--- config.mk ---
export PLATFORM = sky130hd
export DESIGN_NAME = m_lsu
export DESIGN_NICKNAME = d
export VERILOG_FILES = /design/src/rtl/m_lsu.sv
export SDC_FILE = /design/constraint.sdc
export NUM_CORES = 1
export LEC_CHECK = 0
export BUFFER_PORTS_ARGS = -buffer_cell sky130_fd_sc_hd__buf_4
export CAP_MARGIN = 20
export CORE_UTILIZATION = 50
export CTS_BUF_LIST = sky130_fd_sc_hd__clkbuf_4
export DETAILED_ROUTE_END_ITERATION = 8
export GPL_ROUTABILITY_DRIVEN = 0
export PLACE_DENSITY = 0.81
export SETUP_SLACK_MARGIN = 0.2
export SYNTH_ARGS = -nofsm -noshare
export SYNTH_HDL_FRONTEND = slang
export SYNTH_SLANG_ARGS = --single-unit
--- constraint.sdc ---
create_clock -name clk -period 4.7 [get_ports clk]
set_input_delay 0.705 -clock clk [delete_from_list [all_inputs] [get_ports clk]]
set_output_delay 0.705 -clock clk [all_outputs]
set_load 0.05 [all_outputs]
--- src/rtl/m_lsu.sv ---
// m_lsu: memory-stage load/store unit. Checks the effective address, runs a
// single-outstanding req/ack bus transaction, stalls the pipe while it is in
// flight and hands the extended load value to the W stage.
module m_lsu #(
   parameter logic [31:0] DM_TOP   = 32'h0000_2FFF,
   parameter logic [31:0] TC0_BASE = 32'h0000_7F00,
   parameter logic [31:0] TC1_BASE = 32'h0000_7F10,
   parameter logic [31:0] INT_BASE = 32'h0000_7F20
) (
   input  logic        clk,
   input  logic        reset,
   input  logic        valid_i,
   input  logic [3:0]  mem_op,
   input  logic [31:0] addr,
   input  logic        ov_dm,
   input  logic [31:0] wdata,
   input  logic        flush,
   output logic        bus_req,
   output logic        bus_we,
   output logic [31:0] bus_addr,
   output logic [3:0]  bus_be,
   output logic [31:0] bus_wdata,
   input  logic [31:0] bus_rdata,
   input  logic        bus_ack,
   output logic        stall,
   output logic [31:0] rdata,
   output logic        rdata_valid,
   output logic        exc_valid,
   output logic [4:0]  exc_code
);
   localparam logic [3:0] OP_LW  = 4'd1, OP_LH  = 4'd2, OP_LHU = 4'd3,
                          OP_LB  = 4'd4, OP_LBU = 4'd5, OP_SW  = 4'd6,
                          OP_SH  = 4'd7, OP_SB  = 4'd8;
   localparam logic [4:0] EXC_ADEL = 5'd4, EXC_ADES = 5'd5;

   typedef enum logic [1:0] {IDLE, WAIT, DONE, DROP} state_t;

   typedef struct packed {
      logic        we;
      logic [31:0] addr;
      logic [3:0]  be;
      logic [31:0] wdata;
   } bus_req_t;

   state_t      state, state_nxt;
   bus_req_t    req_d, req_q;
   logic        req_vld_q;
   logic [3:0]  op_q;
   logic [1:0]  lo_q;
   logic        accept;

   logic is_ld, is_st, is_w, is_h, active;
   logic in_dm, in_tc0, in_tc1, in_int, in_dev, misal, bad;

   // Sign/zero-extend the lane picked by the latched low address bits.
   function automatic logic [31:0] ld_ext(input logic [3:0] op, input logic [1:0] lo,
                                          input logic [31:0] w);
      logic [7:0]  b;
      logic [15:0] h;
      b = w[8*lo +: 8];
      h = lo[1] ? w[31:16] : w[15:0];
      case (op)
         OP_LB:   ld_ext = {{24{b[7]}}, b};
         OP_LBU:  ld_ext = {24'd0, b};
         OP_LH:   ld_ext = {{16{h[15]}}, h};
         OP_LHU:  ld_ext = {16'd0, h};
         default: ld_ext = w;
      endcase
   endfunction

   // Decode the access and evaluate every address-error condition.
   always_comb begin
      is_ld  = (mem_op >= OP_LW) && (mem_op <= OP_LBU);
      is_st  = (mem_op >= OP_SW) && (mem_op <= OP_SB);
      is_w   = (mem_op == OP_LW) || (mem_op == OP_SW);
      is_h   = (mem_op == OP_LH) || (mem_op == OP_LHU) || (mem_op == OP_SH);
      active = valid_i && (is_ld || is_st) && !flush;
      in_dm  = addr <= DM_TOP;
      in_tc0 = (addr >= TC0_BASE) && (addr <= TC0_BASE + 32'd11);
      in_tc1 = (addr >= TC1_BASE) && (addr <= TC1_BASE + 32'd11);
      in_int = (addr >= INT_BASE) && (addr <= INT_BASE + 32'd3);
      in_dev = in_tc0 || in_tc1 || in_int;
      misal  = (is_w && (addr[1:0] != 2'b00)) || (is_h && addr[0]);
      // Devices are word-only and their count registers are read-only.
      bad    = ov_dm || misal || !(in_dm || in_dev) || (in_dev && !is_w) ||
               (is_st && ((addr == TC0_BASE + 32'd8) || (addr == TC1_BASE + 32'd8)));
   end

   // Build the bus request from the current M-stage instruction.
   always_comb begin
      req_d       = '0;
      req_d.we    = is_st;
      req_d.addr  = {addr[31:2], 2'b00};
      if (is_w)      req_d.be = 4'b1111;
      else if (is_h) req_d.be = addr[1] ? 4'b1100 : 4'b0011;
      else           req_d.be = 4'b0001 << addr[1:0];
      case (mem_op)
         OP_SW:   req_d.wdata = wdata;
         OP_SH:   req_d.wdata = {2{wdata[15:0]}};
         OP_SB:   req_d.wdata = {4{wdata[7:0]}};
         default: req_d.wdata = '0;
      endcase
   end

   // State register.
   always_ff @(posedge clk or negedge reset) begin
      if (!reset) state <= IDLE;
      else        state <= state_nxt;
   end

   // Next state, stall and exception reporting.
   always_comb begin
      state_nxt = state;
      stall     = 1'b0;
      exc_valid = 1'b0;
      exc_code  = 5'd0;
      accept    = 1'b0;
      case (state)
         IDLE: if (active) begin
            if (bad) begin
               exc_valid = 1'b1;
               exc_code  = is_st ? EXC_ADES : EXC_ADEL;
            end else begin
               accept    = 1'b1;
               stall     = 1'b1;
               state_nxt = WAIT;
            end
         end
         // A flushed transaction still has to finish on the bus.
         WAIT: begin
            stall = !flush;
            if (bus_ack)    state_nxt = flush ? IDLE : DONE;
            else if (flush) state_nxt = DROP;
         end
         DROP: if (bus_ack) state_nxt = IDLE;
         DONE: state_nxt = IDLE;
         default: state_nxt = IDLE;
      endcase
      if (!reset) begin
         stall     = 1'b0;
         exc_valid = 1'b0;
         exc_code  = 5'd0;
         accept    = 1'b0;
      end
   end

   // Request latch, bus field clearing on ack, load result capture.
   always_ff @(posedge clk or negedge reset) begin
      if (!reset) begin
         req_q       <= '0;
         req_vld_q   <= 1'b0;
         op_q        <= 4'd0;
         lo_q        <= 2'd0;
         rdata       <= 32'd0;
         rdata_valid <= 1'b0;
      end else begin
         rdata_valid <= 1'b0;
         if (accept) begin
            req_q     <= req_d;
            req_vld_q <= 1'b1;
            op_q      <= mem_op;
            lo_q      <= addr[1:0];
         end else if (((state == WAIT) || (state == DROP)) && bus_ack) begin
            req_q     <= '0;
            req_vld_q <= 1'b0;
            if ((state == WAIT) && !flush && !req_q.we) begin
               rdata       <= ld_ext(op_q, lo_q, bus_rdata);
               rdata_valid <= 1'b1;
            end
         end
      end
   end

   assign bus_req   = req_vld_q;
   assign bus_we    = req_q.we;
   assign bus_addr  = req_q.addr;
   assign bus_be    = req_q.be;
   assign bus_wdata = req_q.wdata;
endmodule

==> metrics.csv <==
metric;value;unit
syn_area_per_cell;9.60;µm²
worst clock skew;0.0224;ns
top post-synthesis cells by count;dfrtp_1, nand2_1, mux2i_1;
Skew-Pair Late Insertion Delay;0.51;ns
synth unique cells;55;
CP Data Arrival Time;2.72;ns
Maximum Capacitance Violations;0;
most common cell in the netlist;dfrtp_1;
layout cell share with drive strength beyond 1;30.9;%
Post-Synthesis Cell Area;5800;µm²
yosys warns;0;
simple-gate portion of the synthesized area;18.0;%
Iter 0 DRT Violations;388;
CP bufs+invs;2;
Clock Root Buffer;clkbuf_4;
non-filler cells, final;933;
Worst path depth;7;
Yosys top cell area share;47.1;%
EDFF count, synth;0;
max layer used;met4;
CP Launch Point;mem_op[0];
drt drc;0;
Pwr Density;228;nW/µm²
outcome;complete, no violations;
gr ovfl total;0;
Port Buf Inserts;210;
WL met2;8140;µm
Worst Setup End Kind;output pin;
first-pass GRT wire length;26400;µm
# rows;38;
post-synthesis register bit count;109;
WP data required;3.99;ns
Worst Max-Slew Pin Slew;1.06;ns
synthesized instance count;604;
delay-heaviest family, CP;simple AND/OR/NAND/NOR gates;
Post-DRT Antenna Nets;0;
Max Freq;292;MHz
Post-DP HPWL;12400;µm
Reg-to-Reg Start;lo_q[1]$_DFFE_PN0P_;
fin crit period;3.43;ns
Ports;216;
largest net degree at the start of global routing;70;
vias per cell;5.74;
Die X;110;µm
R2R depth;5;
DR WL/cell;18.0;µm
metal3 WL;1360;µm
final hold vios;0;
Filler cells;869;
CORE AREA;11100;µm²
TritonCTS clock tree;done;
Adder-Cell Fraction of Synth Area;0;%
max-slew violations;0;
sequential area share after synthesis;47.1;%
Tot GR Track Use;29.1;%
CTS resizes;0;
asr flop ratio synth;100;%
RSZ-0062 raised after global routing;false;
number of H-tree levels;3;
CP startpoint kind;input pin;
largest family of logic cells by synthesized area;simple AND/OR/NAND/NOR gates;
largest area contributor in the netlist;dfrtp_1;
placed cells;916;
first-pass detailed-route iteration total;5;
setup TNS;0;ns
Setup CP Type;input pin to output pin;
dominant cells by area after synthesis;dfrtp_1, mux2i_1, nand2_1;
Die Ht;110;µm
Reg clk slew, reported paths;0.19;ns
vias;5352;
Leak;3.72;nW
number of buffers added for setup after CTS;0;
vias in the first global route;5236;
DRT met1 WL;6940;µm
final wirelength;16800;µm
Synth-to-Final Area Change;29.2;%
Crit-path slowest cell;and4_4;
clk buf depth;2;
slew margin rel.;28.5;%
die area;12000;µm²
CP peak stage delay;0.60;ns
Main synth FF type;dfrtp_1;
hold_buf cts;0;
crit path max fanout;42;
xor-xnor portion of the synthesized cell area;0.151;%
initial antenna violation count;0;
Nets;893;
total CTS buffers;9;
CP Cell Sequence;buf_4, and4bb_1, a31o_1, a32o_1, and4_4, a21o_1, buf_4;
setup violators final;0;
post-synthesis mux area share;12.7;%
Peak VDD IR;0.182;mV
Hold Crit Class;input pin to asynchronous set/reset pin;
CTS sink cnt;109;
Initial Utilization;52.3;%
Most Frequent Cell on Critical Path;buf_4;
period utilisation layout;72.9;%
Compound-Gate Fraction of Synth Area;15.1;%
kinds of logic after synthesis:
logic type / after synthesis
AND/OR/NAND/NOR: 210
AO/OA/AOI/OAI: 143
flip-flops: 109
buffers and inverters: 71
multiplexers: 69
XOR/XNOR: 1
other: 1
report_power, final:
part            switching, W  internal, W  total, W
Combinational       0.000102    0.0000872  0.000190
Sequential     0.00000000281     0.000939  0.000939
Clock               0.000353     0.000229  0.000582
metrics by stage:
stage	util, %	worst slack, ns	hold WS (ns)	instance area [µm²]	total power [W]
after detailed placement	65.9	1.28	0.457	7300	0.00114
after global routing	67.6	1.16	0.168	7490	0.00177
after floorplan	-	1.50	0.409	5810	0.00103
after global placement	65.9	1.33	0.462	7300	0.00114
after CTS	67.6	1.29	0.142	7490	0.00172
final	67.6	1.27	0.141	7490	0.00171
sequential cells by signal, indices dropped and copies added, names as in the netlist:
signal,flops
rdata_valid,1
bus_we,1
bus_wdata,32
lo_q,2
bus_addr,30
bus_req,1
rdata,32
op_q,4
state,2
bus_be,4
cell type report:
class                   instances  area [µm²]  area share, %
flip-flops and latches        109        2730           36.4
multi-input cells             428        2690           35.9
repair buffers                217        1630           21.8
well taps                     140         175           2.34
clock inverters                 7         114           1.52
inverters                      22        82.6           1.10
clock buffers                   9        67.6          0.902
diodes                          1        2.50         0.0334
cell usage in the layout (no fill, tap or decap), drive strengths merged, types with 3 or more instances in the layout:
cell,synthesis,routed
a31oi,5,5
a21oi,55,55
and3b,19,19
mux2,5,5
conb,1,5
mux2i,62,62
nor4,5,5
nor2,51,51
nand2,91,91
clkbuf,27,9
a22oi,17,17
o2bb2ai,3,3
nor2b,16,16
inv,22,26
a21o,5,5
buf,22,217
o21ai,34,34
nand2b,7,7
nor3,3,3
nand4,3,3
a2111oi,8,8
dfrtp,109,109
metal layers:
metal	up-vias	track usage [%]
met2	291	47.0
met5	-	0
met4	0	12.0
met3	34	5.81
met1	2573	38.3
li1	2454	-
path summary, 6_finish.rpt:
path	to	slack (ns)
setup / recovery	stall	1.27
max in group asynchronous	bus_wdata[29]$_DFFE_PN0P_	3.25
min in group clk	state[0]$_DFFE_PN0P_	0.38
hold / removal	rdata[16]$_DFFE_PN0P_	0.14
hold reg to reg	state[0]$_DFFE_PN0P_	0.49
setup reg to reg	rdata[8]$_DFFE_PN0P_	1.98
No activity file was read; power rests on OpenSTA's default activity.
